==> src/rtl/hsid_pkg.sv <==
// Shared types and constants for the HSID result path.
package hsid_pkg;

    localparam int HSID_WORD_WIDTH        = 32;
    localparam int HSID_HSP_LIBRARY_WIDTH = 8;

    typedef enum logic [1:0] {
        HSID_BM_IDLE,
        HSID_BM_RUN,
        HSID_BM_DONE
    } hsid_bm_state_t;

    localparam logic [HSID_WORD_WIDTH-1:0] HSID_BM_MIN_INIT = '1;

endpackage

==> src/rtl/hsid_extreme_tracker.sv <==
// Holds the running minimum (IS_MIN=1) or maximum (IS_MIN=0) value and its library ref.
module hsid_extreme_tracker
    import hsid_pkg::*;
#(
    parameter int WORD_WIDTH        = HSID_WORD_WIDTH,
    parameter int HSP_LIBRARY_WIDTH = HSID_HSP_LIBRARY_WIDTH,
    parameter bit IS_MIN            = 1'b1
) (
    input  logic                         clk,
    input  logic                         rst_n,
    input  logic                         clear,
    input  logic                         init,
    input  logic                         load,
    input  logic                         upd,
    input  logic [WORD_WIDTH-1:0]        value,
    input  logic [HSP_LIBRARY_WIDTH-1:0] lib_ref,
    output logic [WORD_WIDTH-1:0]        ext_value,
    output logic [HSP_LIBRARY_WIDTH-1:0] ext_ref
);

    // Min starts at all-ones and max at zero so that any real value displaces them.
    localparam logic [WORD_WIDTH-1:0] INIT_VALUE = {WORD_WIDTH{IS_MIN}};

    logic better;

    // Strict compare: a tie keeps the earlier-arriving ref.
    always_comb begin
        better = 1'b0;
        if (IS_MIN) begin
            better = value < ext_value;
        end else begin
            better = value > ext_value;
        end
    end

    always_ff @(posedge clk or negedge rst_n) begin
        if (!rst_n) begin
            ext_value <= '0;
            ext_ref   <= '0;
        end else if (clear) begin
            ext_value <= '0;
            ext_ref   <= '0;
        end else if (init) begin
            ext_value <= INIT_VALUE;
            ext_ref   <= '0;
        end else if (load || (upd && better)) begin
            ext_value <= value;
            ext_ref   <= lib_ref;
        end
    end

endmodule

==> src/rtl/hsid_best_match.sv <==
// Best/worst match selection over one library scan of MSE results.
module hsid_best_match
    import hsid_pkg::*;
#(
    parameter int WORD_WIDTH        = HSID_WORD_WIDTH,
    parameter int HSP_LIBRARY_WIDTH = HSID_HSP_LIBRARY_WIDTH
) (
    input  logic                         clk,
    input  logic                         rst_n,
    input  logic                         clear,
    input  logic                         start,
    input  logic [HSP_LIBRARY_WIDTH-1:0] library_size,
    input  logic                         in_valid,
    input  logic [WORD_WIDTH-1:0]        in_value,
    input  logic [HSP_LIBRARY_WIDTH-1:0] in_ref,
    input  logic                         in_of,
    output logic                         busy,
    output logic                         result_valid,
    output logic [WORD_WIDTH-1:0]        min_value,
    output logic [HSP_LIBRARY_WIDTH-1:0] min_ref,
    output logic [WORD_WIDTH-1:0]        max_value,
    output logic [HSP_LIBRARY_WIDTH-1:0] max_ref,
    output logic [HSP_LIBRARY_WIDTH-1:0] of_count,
    output logic                         no_match
);

    localparam logic [HSP_LIBRARY_WIDTH-1:0] ONE = {{(HSP_LIBRARY_WIDTH-1){1'b0}}, 1'b1};

    hsid_bm_state_t                 state;
    logic [HSP_LIBRARY_WIDTH-1:0]   size_q;
    logic [HSP_LIBRARY_WIDTH-1:0]   cnt;
    logic [HSP_LIBRARY_WIDTH-1:0]   cnt_inc;
    logic [HSP_LIBRARY_WIDTH-1:0]   of_cnt;
    logic                           seen_ok;
    logic                           no_match_q;
    logic                           start_go;
    logic                           accept;
    logic                           ok_hit;
    logic [WORD_WIDTH-1:0]          min_raw;
    logic [WORD_WIDTH-1:0]          max_raw;

    assign start_go = start && (state != HSID_BM_RUN);
    assign accept   = in_valid && (state == HSID_BM_RUN);
    assign ok_hit   = accept && !in_of;
    // cnt stays below size_q in RUN, so the increment cannot wrap.
    assign cnt_inc  = cnt + ONE;

    always_ff @(posedge clk or negedge rst_n) begin
        if (!rst_n) begin
            state        <= HSID_BM_IDLE;
            size_q       <= '0;
            cnt          <= '0;
            of_cnt       <= '0;
            seen_ok      <= 1'b0;
            no_match_q   <= 1'b0;
            result_valid <= 1'b0;
        end else if (clear) begin
            state        <= HSID_BM_IDLE;
            size_q       <= '0;
            cnt          <= '0;
            of_cnt       <= '0;
            seen_ok      <= 1'b0;
            no_match_q   <= 1'b0;
            result_valid <= 1'b0;
        end else begin
            result_valid <= 1'b0;
            if (start_go) begin
                size_q  <= library_size;
                cnt     <= '0;
                of_cnt  <= '0;
                seen_ok <= 1'b0;
                if (library_size == '0) begin
                    state        <= HSID_BM_DONE;
                    result_valid <= 1'b1;
                    no_match_q   <= 1'b1;
                end else begin
                    state      <= HSID_BM_RUN;
                    no_match_q <= 1'b0;
                end
            end else if (accept) begin
                cnt <= cnt_inc;
                if (in_of) begin
                    of_cnt <= of_cnt + ONE;
                end else begin
                    seen_ok <= 1'b1;
                end
                if (cnt_inc == size_q) begin
                    state        <= HSID_BM_DONE;
                    result_valid <= 1'b1;
                    no_match_q   <= !(seen_ok || !in_of);
                end
            end
        end
    end

    hsid_extreme_tracker #(
        .WORD_WIDTH        (WORD_WIDTH),
        .HSP_LIBRARY_WIDTH (HSP_LIBRARY_WIDTH),
        .IS_MIN            (1'b1)
    ) u_min (
        .clk       (clk),
        .rst_n     (rst_n),
        .clear     (clear),
        .init      (start_go),
        .load      (ok_hit && !seen_ok),
        .upd       (ok_hit && seen_ok),
        .value     (in_value),
        .lib_ref   (in_ref),
        .ext_value (min_raw),
        .ext_ref   (min_ref)
    );

    hsid_extreme_tracker #(
        .WORD_WIDTH        (WORD_WIDTH),
        .HSP_LIBRARY_WIDTH (HSP_LIBRARY_WIDTH),
        .IS_MIN            (1'b0)
    ) u_max (
        .clk       (clk),
        .rst_n     (rst_n),
        .clear     (clear),
        .init      (start_go),
        .load      (ok_hit && !seen_ok),
        .upd       (ok_hit && seen_ok),
        .value     (in_value),
        .lib_ref   (in_ref),
        .ext_value (max_raw),
        .ext_ref   (max_ref)
    );

    // A scan with no usable result reports zero rather than the all-ones min seed.
    assign min_value = no_match_q ? '0 : min_raw;
    assign max_value = no_match_q ? '0 : max_raw;
    assign of_count  = of_cnt;
    assign no_match  = no_match_q;
    assign busy      = (state == HSID_BM_RUN);

endmodule

==> config.mk <==
export PLATFORM = sky130hd
export DESIGN_NAME = hsid_best_match
export DESIGN_NICKNAME = d
export VERILOG_FILES = /design/src/rtl/hsid_pkg.sv /design/src/rtl/hsid_extreme_tracker.sv /design/src/rtl/hsid_best_match.sv
export SDC_FILE = /design/constraint.sdc
export NUM_CORES = 1
export LEC_CHECK = 0
export ABC_AREA = 1
export ABC_CLOCK_PERIOD_IN_PS = 1800
export BUFFER_PORTS_ARGS = -buffer_cell sky130_fd_sc_hd__buf_4
export CAP_MARGIN = 40
export CORE_UTILIZATION = 50
export DETAILED_ROUTE_END_ITERATION = 10
export GPL_TIMING_DRIVEN = 0
export PLACE_DENSITY = 0.76
export SLEW_MARGIN = 0
export SYNTH_ARGS = -nofsm -noshare
export SYNTH_HDL_FRONTEND = slang
export SYNTH_SLANG_ARGS = --single-unit
==> constraint.sdc <==
create_clock -name clk -period 1.8 [get_ports clk]
set_input_delay 0.27 -clock clk [delete_from_list [all_inputs] [get_ports clk]]
set_output_delay 0.27 -clock clk [all_outputs]
set_load 0.02 [all_outputs]
=== Word-level counts from Yosys, hierarchy flattened ===
Cells that the tools add are included.

* Word-level logic and storage cells: 83
* Bits of input ports: 54
* Output and inout bits: 91
* Flip-flop bits (word level): 109

* Multiplexer cells: 41
* $lt $le $gt $ge: 2
* Reduce and logical (&&, ||, !) cells: 23
* Equal/unequal tests: 4
* Add/sub/neg operators: 2

{| class="wikitable"
|+ Operators with widths
! cell !! count
|-
| 32-bit two-way mux || 8
|-
| 8-bit two-way mux || 15
|-
| 32-bit > comparator || 1
|-
| 32-bit less-than comparator || 1
|-
| 8-bit by 1-bit adder with 8-bit output (second input constant) || 2
|-
| 3-bit nonzero test || 5
|-
| 1-bit two-way mux || 13
|-
| 2-bit two-way mux || 5
|-
| 8-bit == test || 1
|-
| 8-bit zero test || 1
|-
| 1-bit logical AND || 7
|-
| 2-bit AND reduction || 3
|-
| 1-bit zero test || 3
|-
| 1-bit logical OR || 3
|-
| 3-bit by 2-bit inequality test with 1-bit output (second input constant) || 1
|-
| 2-bit by 1-bit == test with 1-bit output (second input constant) || 1
|-
| 2-bit by 1-bit inequality test with 1-bit output (second input constant) || 1
|-
| 2-bit nonzero test || 1
|}

=== Logic depth before layout (Yosys ltp) ===
Gate-level depths: netlist (run 1).

* Word-level depth: 9
* Gate-level depth with buffers: 18
* Depth with buffers taken out: 17

=== By module ===
Synthesis (run 1) repeated with hierarchy kept, for this count alone.

* Cell total of the unflattened synthesis: 1145
* Area total of the unflattened synthesis: 8184.1 sq um

{| class="wikitable"
|+ By module, submodules not included
! module !! cells an instance !! seq. area each (sq um) !! times used !! area an instance (sq um)
|-
| hsid_extreme_tracker at u_max || 403 || 1001.0 || 1 || 3124.2
|-
| hsid_extreme_tracker at u_min || 393 || 1001.0 || 1 || 2950.3
|-
| hsid_best_match || 349 || 725.7 || 1 || 2109.5
|}

=== Least setup slack after synthesis (run 1) ===
OpenSTA, ideal clock, no wires.

* Path type: reg-to-reg
* From: register u_max.ext_value[7]
* To: register u_max.ext_ref[0]
* Stages on the path, launching flop included: 14
* Data required time: 1734 ps
* Library setup time: 66 ps
* Data arrival time: 1663 ps
* Setup slack: 70 ps
* Period minus slack after synthesis: 1730 ps
* Path buffers: 1
* Cells stage by stage: dfrtp_1 -> inv_1 -> ha_1 -> a21o_1 -> nor2_1 -> nand2_1 -> nand2_1 -> nand2_1 -> nand2_1 -> nand2_1 -> nand2_1 -> clkbuf_1 -> nand3_1 -> nand2_1

* Word-level cells in the longest chain between the ends: 4

{| class="wikitable"
|+ Ends and longest elaborated chain
! element !! RTL line !! text
|-
| start: declaration || hsid_extreme_tracker.sv:17 || <nowiki>output logic [WORD_WIDTH-1:0] ext_value,</nowiki>
|-
| start signal: assignment || hsid_extreme_tracker.sv:47 || <nowiki>ext_value <= value;</nowiki>
|-
| 32-bit > comparator || hsid_extreme_tracker.sv:32 || <nowiki>better = value > ext_value;</nowiki>
|-
| 1-bit logical AND || hsid_extreme_tracker.sv:46 || <nowiki>end else if (load || (upd && better)) begin</nowiki>
|-
| 1-bit logical OR || hsid_extreme_tracker.sv:46 ||
|-
| 3-bit nonzero test (no source line) || -- ||
|-
| end signal: assignment || hsid_extreme_tracker.sv:48 || <nowiki>ext_ref <= lib_ref;</nowiki>
|-
| end: declaration || hsid_extreme_tracker.sv:18 || <nowiki>output logic [HSP_LIBRARY_WIDTH-1:0] ext_ref</nowiki>
|}

Every way passes these cells.
A chain may end at the register's enable or synchronous reset.

=== Worst setup path after layout (run 1) ===
* From: register u_max.ext_value[31]
* To: register u_max.ext_ref[1]

Same word-level chain as after synthesis.

==> flow_metrics.tcl, run 1 <==
set metrics [dict create \
    status "complete, but fails checks" \
    failed_checks "setup timing" \
    synth_cells 1037 \
    path_class "register to register" \
    fmax_ghz 0.477 \
    cp_slowest_cell "dfrtp_1" \
    slew_headroom_pct 40.2 \
    drt-initial-drc-count 477 \
    worstReg2RegEnd "u_max.ext_ref[1]" \
    fin_ws_ns -0.295 \
    overflow 0 \
    synth.largest_area_cell "dfrtp_1" \
    n_fill_cell 1047 \
    yosys_warnings 0 \
    final_layout_size_suffix_gt1_share_pct 36.0 \
    cts_max_path_buffers 2 \
    clkTransAtPathRegs_ns 0.08 \
    fp.dieArea_um2 14900 \
    worstPathCellList "inv_1, ha_1, nand2_1, nor2_1, nand2_1, nor2_2, nand2_1, nand2_2, nand2_4, nand2_8, clkbuf_16, nand2_1, nand2_1" \
    nets 1345 \
    dr.pass1.iters 5 \
    cts_root_buffer "clkbuf_16" \
    start_util_pct 51.6 \
    die_h_um 122 \
    syn_avg_cell_area_um2 6.93 \
    swShare_pct 35.5 \
    viasPerCell 5.36 \
    grt_use_total_pct 29.4 \
    synth_area_um2 7180 \
    required_ns 2.10 \
    syn_nets 1156 \
    pwr_density_cell_nw_per_um2 741 \
    grt_pass1_wl_um 34200 \
    setup_viol_count_final 80 \
    synth_area_leaders "dfrtp_1, nand2_1, ha_1" \
    worstMarginPinSlew_ns 0.897 \
    cp-start-kind "register" \
    dp_hpwl_um 14800 \
    antenna_found_initial 0 \
    die_x_um 122 \
    cp-end-kind "register" \
    drc 0 \
    placed_cell_area_um2 8510 \
    fin_crit_ns 2.09 \
    routabilityCongestion 0.840 \
    reg2reg_slack_ns -0.29 \
    slowest_delay_ns 0.36 \
    cp_max_fo 8 \
    grt_max_degree 64 \
    critical_path.most_common_cell "nand2_1" \
    rows 43 \
    p_switching_w 0.00269 \
    synth.distinct_cells 30 \
    leakagePower_nw 5.43 \
    rsz0062_at_grt "yes" \
    port_buffers 143 \
    preCtsSetupSlack_ns -0.452 \
    num_vias 7567 \
    wirelength_um 22800 \
    hold_viol_final 0 \
    h-tree-depth 3 \
    dp.cells 1361 \
    post-route-period-util_pct 116 \
    max_cap_violations 0 \
    finalSetupTns_ns -18.55 \
    ys_seq_area_share_pct 38.0 \
    p_int_w 0.00489 \
    wl_per_cell_um 16.2 \
    synth_top_area_share_pct 38.0 \
    final_cells 1411 \
    ys_ff_latch 109 \
    clk-insertion-delay-late_ns 0.36 \
    final_util_pct 73.3 \
    skew_ns 0.0107 \
    drv_slew 0 \
    ant_nets 0 \
    cts_tree "done" \
    diodes 0 \
    pwr-share-comb_pct 36.1 \
    cp-startpoint "u_max.ext_value[31]" \
    area_delta_synth_final_pct 42.2 \
    min_path_type "primary input to asynchronous set/reset pin" \
    reg2reg_depth 13 \
    core_area_um2 13900 \
    final_area_um2 10200 \
    clkSinkCount 109 \
    r2r-start "u_max.ext_value[31]" \
    grt_pass1_vias 7115 \
    ir_drop_mv 0.512 \
    p_clk_share_pct 27.2 \
    ios 145 \
    cts_made_buffers 9 \
    worstPathArrival_ns 2.40 \
    seqPwrFrac_pct 36.7 \
]
-- worst max-delay path, delay by kind of cell, from the launching register on --
family                     cells  cell delay (ns)
and+or+nand+nor               10             1.14
DFF                            1             0.36
adders and majority gates      1             0.28
buffers and inverters          2             0.24
-- power groups by stage --
| stage | Combinational, W | Sequential (W) | Clock, W |
|---|---|---|---|
| global placement | 0.00203 | 0.00280 | 0 |
| finish | 0.00274 | 0.00278 | 0.00206 |
| CTS | 0.00233 | 0.00277 | 0.00209 |
| floorplan | 0.00124 | 0.00282 | 0 |
| global route | 0.00298 | 0.00280 | 0.00218 |
| detailed placement | 0.00208 | 0.00281 | 0 |
-- cells by family after synthesis --
| logic type | after synthesis | synth area share [%] |
|---|---|---|
| flip-flops | 109 | 38.0 |
| XOR/XNOR | 3 | 0.366 |
| AND/OR/NAND/NOR | 569 | 32.5 |
| buffers and inverters | 193 | 10.8 |
| AO/OA/AOI/OAI | 98 | 7.04 |
| adder cells (fa/ha/maj) | 65 | 11.3 |
-- per-stage QoR --
stage	power (W)	hold slack (ns)
final	0.00758	0.0189
after global routing	0.00796	0.0913
after CTS	0.00718	0.0500
after detailed placement	0.00489	0.438
after global placement	0.00484	0.484
after floorplan	0.00406	-0.0256
-- synth_stat cells, drive strengths merged --
| library cell | number |
|---|---|
| xnor2 | 2 |
| nand4 | 6 |
| o21a | 1 |
| a21o | 1 |
| nand3b | 1 |
| o22ai | 5 |
| a21oi | 69 |
| nor2 | 146 |
| nor3 | 4 |
| inv | 145 |
| nand3 | 114 |
| nand2 | 295 |
| clkinv | 1 |
| clkbuf | 21 |
| dfrtp | 109 |
| buf | 26 |
| xor2 | 1 |
| nor4 | 2 |
| or2 | 1 |
| ha | 65 |
| o21ai | 22 |
-- layout make-up --
class / instances / area, um^2 / area share, %
Multi-Input combinational cell: 735 / 4530 / 44.3
Clock buffer: 11 / 243 / 2.38
Buffer: 47 / 385 / 3.77
Clock inverter: 5 / 60.1 / 0.588
Timing Repair Buffer: 178 / 1500 / 14.7
Inverter: 146 / 551 / 5.39
Sequential cell: 109 / 2730 / 26.7
Tap cell: 180 / 225 / 2.20
-- cells in the final DEF (no fill, tap or decap), types with 5 or more instances in the layout --
cell / instances
clkbuf_8: 5
nand3_1: 109
o22ai_1: 5
inv_2: 28
a21oi_1: 54
a21oi_2: 14
buf_2: 8
clkbuf_16: 16
nor2_1: 124
clkbuf_1: 12
buf_4: 176
ha_1: 45
ha_4: 20
clkbuf_2: 5
inv_1: 117
o21ai_0: 15
nand2_4: 23
nand2_1: 176
dfrtp_1: 108
nor2_2: 17
nand2_2: 94
buf_8: 7
o21ai_1: 6
nor2_4: 5
nand4_1: 6
-- sequential cells by signal, indices dropped and copies added, names as in the netlist --
register	flops
u_min.ext_value	32
u_max.ext_value	32
u_max.ext_ref	8
seen_ok	1
of_count	8
size_q	8
cnt	8
u_min.ext_ref	8
no_match	1
state	2
result_valid	1
-- layer usage --
| metal | GRT usage (%) | part of all wire, % |
|---|---|---|
| met2 | 48.9 | 50 |
| met4 | 8.26 | 2.3 |
| met1 | 38.5 | 41 |
| met3 | 6.27 | 7.1 |
| met5 | 0 | 0 |
-- what timing repair did --
action	CTS	global route
buffers inserted	14	12
hold buffers	0	0
cloned	2	6
pin swaps	25	54
resized for setup	130	174
endpoints found under the setup margin	166	119
-- how the worst max path moves through the flow --
| stage | end | slack (ns) |
|---|---|---|
| floorplan | u_max.ext_ref[0] | 0.07 |
| global placement | u_max.ext_value[30] | -0.44 |
| detailed placement | u_max.ext_value[15] | -0.45 |
| CTS | u_max.ext_value[22] | -0.13 |
| global route | u_max.ext_ref[1] | -0.38 |
| finish | u_max.ext_ref[1] | -0.29 |
(Power assumes the default switching activity.)
==> run 2: changes to the inputs <==
--- a/config.mk
+++ b/config.mk
@@ -6,13 +6,14 @@
 export NUM_CORES = 1
 export LEC_CHECK = 0
 export ABC_AREA = 1
-export ABC_CLOCK_PERIOD_IN_PS = 1800
+export ABC_CLOCK_PERIOD_IN_PS = 2500
 export BUFFER_PORTS_ARGS = -buffer_cell sky130_fd_sc_hd__buf_4
 export CAP_MARGIN = 40
 export CORE_UTILIZATION = 50
 export DETAILED_ROUTE_END_ITERATION = 10
 export GPL_TIMING_DRIVEN = 0
-export PLACE_DENSITY = 0.76
+export PLACE_DENSITY = 0.73
+export SKIP_CTS_REPAIR_TIMING = 1
 export SLEW_MARGIN = 0
 export SYNTH_ARGS = -nofsm -noshare
 export SYNTH_HDL_FRONTEND = slang
==> constraint.sdc (replaced) <==
create_clock -name clk -period 2.5 [get_ports clk]
set_input_delay 0.375 -clock clk [delete_from_list [all_inputs] [get_ports clk]]
set_output_delay 0.375 -clock clk [all_outputs]
set_load 0.02 [all_outputs]
==> flow_metrics.tcl, run 2 (same netlist as run 1, synthesis figures left out) <==
set metrics [dict create \
    clkTransAtPathRegs_ns 0.08 \
    core_area_um2 13900 \
    nets 1310 \
    drv_slew 0 \
    routabilityCongestion 0.893 \
    final_cells 1376 \
    grt_pass1_wl_um 32600 \
    reg2reg_depth 12 \
    cts_root_buffer "clkbuf_16" \
    wl_per_cell_um 14.3 \
    final_common_cell "nand2_1" \
    grt_use_total_pct 28.1 \
    rows 43 \
    pwr_density_cell_nw_per_um2 579 \
    clkSinkCount 109 \
    final_util_pct 63.5 \
    start_util_pct 51.6 \
    cp_max_fo 10 \
    status "finished, final reports clean" \
    cp-start-kind "register" \
    layout_common_cells "nand2_1, inv_1, nor2_1, buf_4, nand3_1" \
    ios 145 \
    worstReg2RegEnd "u_max.ext_value[1]" \
    dp.cells 1361 \
    r2r-start "u_max.ext_value[15]" \
    ant_nets 0 \
    wirelength_um 19700 \
    setup_viol_count_final 0 \
    cp-end-kind "register" \
    worstPathArrival_ns 2.61 \
    final_layout_size_suffix_gt1_share_pct 16.4 \
    max_cap_violations 0 \
    dp_hpwl_um 14900 \
    preCtsSetupSlack_ns 0.125 \
    worstMarginPinSlew_ns 0.598 \
    dr.pass1.iters 5 \
    viasPerCell 5.11 \
    min_path_type "primary input to asynchronous set/reset pin" \
    clk-insertion-delay-late_ns 0.36 \
    die_x_um 122 \
    h-tree-depth 3 \
    reg2reg_slack_ns 0.20 \
    num_vias 7029 \
    area_delta_synth_final_pct 23.2 \
    hold_viol_final 0 \
    grt_pass1_vias 6787 \
    port_buffers 143 \
    fin_crit_ns 2.30 \
    overflow 0 \
    seq_area_um2 2730 \
    required_ns 2.80 \
    fin_ws_ns 0.198 \
    drc 0 \
    cts_max_path_buffers 2 \
    largestRegisters "u_max.ext_value: 32 flops, u_min.ext_value: 32 flops" \
    cts_tree "done" \
    n_fill_cell 1351 \
    diodes 0 \
    ir_drop_mv 0.407 \
    grt_max_degree 67 \
    fmax_ghz 0.434 \
    cts_made_buffers 9 \
    die_h_um 122 \
    leakagePower_nw 5.00 \
    antenna_found_initial 0 \
    drt-initial-drc-count 504 \
    slew_headroom_pct 60.1 \
    multi_input_area_um2 3680 \
    post-route-period-util_pct 92.1 \
    skew_ns 0.0102 \
    path_class "register to register" \
    fp.dieArea_um2 14900 \
]
-- run 2: changes by cell type in the layout (fill, tap and decap cells not counted), sizes merged --
cell	before	now
bufinv	1	2
buf	198	168
clkinv	3	2
clkbuf	38	33
clkinvlp	1	0
inv	146	147
-- run 2: worst max path at each step --
stage                   startpoint                  end  cells after the start
2_1_floorplan          in_value[7]     u_max.ext_ref[0]                     12
3_3_place_gp          in_value[19]   u_max.ext_value[1]                     12
3_5_place_dp          in_value[19]  u_max.ext_value[12]                     12
4_1_cts                   no_match        min_value[24]                      4
5_1_grt        u_max.ext_value[15]   u_max.ext_value[2]                     12
6_report       u_max.ext_value[15]   u_max.ext_value[1]                     12
-- run 2: critical path, stage by stage, from the launching register on --
cell and delay (ns):
dfrtp_1 0.39, inv_1 0.08, ha_1 0.24, a21oi_1 0.17, o21ai_0 0.11, a21oi_1 0.22, nand2_1 0.10, nand2_1 0.07
nand2_1 0.04, nand2_1 0.19, clkbuf_1 0.41, nand3_1 0.14, nand2_1 0.10
-- run 2: report_power, final --
group | total [W] | internal (W) | switching, W | leakage, nW
sequential | 0.00200 | 0.00191 | 0.0000911 | 1.44
combinational | 0.00150 | 0.000559 | 0.000939 | 3.39
clock | 0.00163 | 0.000946 | 0.000686 | 0.168
total | 0.00513 | 0.00341 | 0.00172 | 5.00
-- run 2: per-stage QoR --
stage / hold slack, ns / area, um^2 / total power [W] / TNS, ns
3_3_place_gp: 0.483 / 8480 / 0.00349 / 0
2_1_floorplan: 0.0794 / 7180 / 0.00292 / 0
3_5_place_dp: 0.419 / 8510 / 0.00353 / 0
5_1_grt: 0.0543 / 8850 / 0.00541 / -0.00666
4_1_cts: 0.0226 / 8850 / 0.00516 / -0.878
6_report: 0.0114 / 8850 / 0.00513 / 0
-- run 2: metal layers --
metal / routed length [um] / share of wire [%] / GRT usage [%]
met5: 0 / 0 / 0
met4: 342 / 1.7 / 7.18
met3: 1430 / 7.3 / 7.16
met2: 9090 / 46 / 45.1
met1: 8820 / 45 / 37.6
-- run 2: final cells by class --
| cell class | count | share of cell area (%) |
|---|---|---|
| clock inverter | 5 | 1.00 |
| multi-input combinational | 735 | 41.6 |
| sequential | 109 | 30.8 |
| inverter | 146 | 6.19 |
| timing repair buffer | 144 | 12.4 |
| tap | 180 | 2.54 |
| clock buffer | 11 | 2.85 |
| buffer | 46 | 2.59 |
==> run 3: changes to the inputs <==
--- a/config.mk
+++ b/config.mk
@@ -10,9 +10,9 @@
 export BUFFER_PORTS_ARGS = -buffer_cell sky130_fd_sc_hd__buf_4
 export CAP_MARGIN = 40
 export CORE_UTILIZATION = 50
+export CTS_CLUSTER_SIZE = 10
 export DETAILED_ROUTE_END_ITERATION = 10
-export GPL_TIMING_DRIVEN = 0
-export PLACE_DENSITY = 0.73
+export PLACE_DENSITY = 0.74
 export SKIP_CTS_REPAIR_TIMING = 1
 export SLEW_MARGIN = 0
 export SYNTH_ARGS = -nofsm -noshare
==> flow_metrics.tcl, run 3 (same netlist as run 1, synthesis figures left out) <==
set metrics [dict create \
    ios 145 \
    path_class "register to register" \
    worstPathArrival_ns 2.42 \
    preCtsSetupSlack_ns 0.300 \
    ir_drop_mv 0.338 \
    viasPerCell 5.10 \
    clkTransAtPathRegs_ns 0.07 \
    num_vias 6876 \
    h-tree-depth 3 \
    min_path_type "primary input to asynchronous set/reset pin" \
    dp_hpwl_um 13600 \
    ant_nets 0 \
    grt_pass1_vias 6733 \
    grt_pass1_wl_um 31000 \
    status "finished, final reports clean" \
    core_area_um2 13900 \
    routabilityCongestion 0.815 \
    clkSinkCount 109 \
    finalSetupTns_ns 0 \
    grt_max_degree 51 \
    diodes 0 \
    required_ns 2.79 \
    antenna_found_initial 0 \
    reg2reg_depth 11 \
    cts_max_path_buffers 2 \
    die_x_um 122 \
    total_power_w 0.00485 \
    layout_common_cells "nand2_1, buf_4, inv_1, nor2_1, nand3_1" \
    p_clk_share_pct 28.6 \
    post-route-period-util_pct 85.1 \
    start_util_pct 51.6 \
    slew_headroom_pct 58.0 \
    pwr_density_cell_nw_per_um2 557 \
    leakagePower_nw 4.93 \
    p_switching_w 0.00166 \
    dr.pass1.iters 5 \
    final_cells 1349 \
    die_h_um 122 \
    final_common_cell "nand2_1" \
    cp_max_fo 40 \
    drv_slew 0 \
    cts_tree "done" \
    port_buffers 144 \
    cts_root_buffer "clkbuf_16" \
    cp-start-kind "register" \
    cts_made_buffers 9 \
    seqPwrFrac_pct 41.4 \
    drc 0 \
    area_delta_synth_final_pct 21.3 \
    nets 1283 \
    rsz0062_at_grt "no" \
    setup_viol_count_final 0 \
    p_int_w 0.00319 \
    skew_ns 0.00696 \
    hold_viol_final 0 \
    max_cap_violations 0 \
    swShare_pct 34.3 \
    fmax_ghz 0.470 \
    clk-insertion-delay-late_ns 0.36 \
    largestRegisters "u_max.ext_value: 32 flops, u_min.ext_value: 32 flops" \
    pwr-share-comb_pct 30.0 \
    fp.dieArea_um2 14900 \
    dp.cells 1333 \
    worstMarginPinSlew_ns 0.630 \
    overflow 0 \
    wl_per_cell_um 13.8 \
    final_area_um2 8710 \
    grt_use_total_pct 26.4 \
    drt-initial-drc-count 491 \
    final_layout_size_suffix_gt1_share_pct 16.3 \
    placed_cell_area_um2 8430 \
    rows 43 \
    fin_crit_ns 2.13 \
    wirelength_um 18600 \
    cp-end-kind "register" \
    fin_ws_ns 0.371 \
]
[run 3: changes by cell type in the layout (fill, tap and decap cells not counted), sizes merged]
| cell | delta |
|---|---|
| buf | -5 |
| bufinv | -2 |
| clkbuf | -21 |
| clkinv | +2 |
| clkinvlp | +1 |
| inv | -2 |
[run 3: metrics by stage]
step                hold WS, ns  utilization, %
floorplan                0.0794               -
global placement          0.429            60.5
detailed placement        0.431            60.5
CTS                      0.0483            62.5
global route             0.0786            62.5
finish                   0.0234            62.5
[run 3: area by class of cell]
class,instances,area (um^2)
inverter,146,548
fill,1345,5220
clock inverter,4,22.5
clock buffer,12,256
timing repair buffer,163,1250
multi-input combinational,735,3680
sequential,109,2730
tap,180,225
[run 3: layer usage]
layer / up-vias / GRT usage, % / share of wire [%]
met5: - / 0 / 0
met3: 18 / 4.87 / 6.4
li1: 3510 / - / -
met2: 192 / 45.3 / 48
met1: 3156 / 33.5 / 44
met4: 0 / 7.95 / 1.4
[run 3: worst max-delay path: stages (launching register included)]
cell     delay [ns]
dfrtp_1        0.39
inv_1          0.09
ha_1           0.24
a21oi_1        0.21
o21ai_0        0.13
nand2_1        0.08
nand3_1        0.11
a21oi_2        0.15
nand2_2        0.10
nand2_4        0.36
nand2_1        0.12
nand2_1        0.08
[run 3: power groups by stage]
stage	Combinational, W	Sequential (W)	Clock, W
after CTS	0.00147	0.00201	0.00140
after detailed placement	0.00146	0.00204	0
after global placement	0.00144	0.00203	0
after global routing	0.00164	0.00202	0.00147
after floorplan	0.000891	0.00203	0
final	0.00146	0.00201	0.00139
[run 3: path summary, 6_finish.rpt]
path | slack [ns] | endpoint | startpoint
max | 0.37 | u_min.ext_value[15] | u_min.ext_value[19]
min | 0.02 | size_q[7] | rst_n
max reg2reg | 0.37 | u_min.ext_value[15] | u_min.ext_value[19]
min reg2reg | 0.51 | u_max.ext_value[9] | u_max.ext_value[9]
max in group asynchronous | 1.79 | u_max.ext_value[9] | rst_n
min in group clk | 0.26 | size_q[6] | library_size[6]
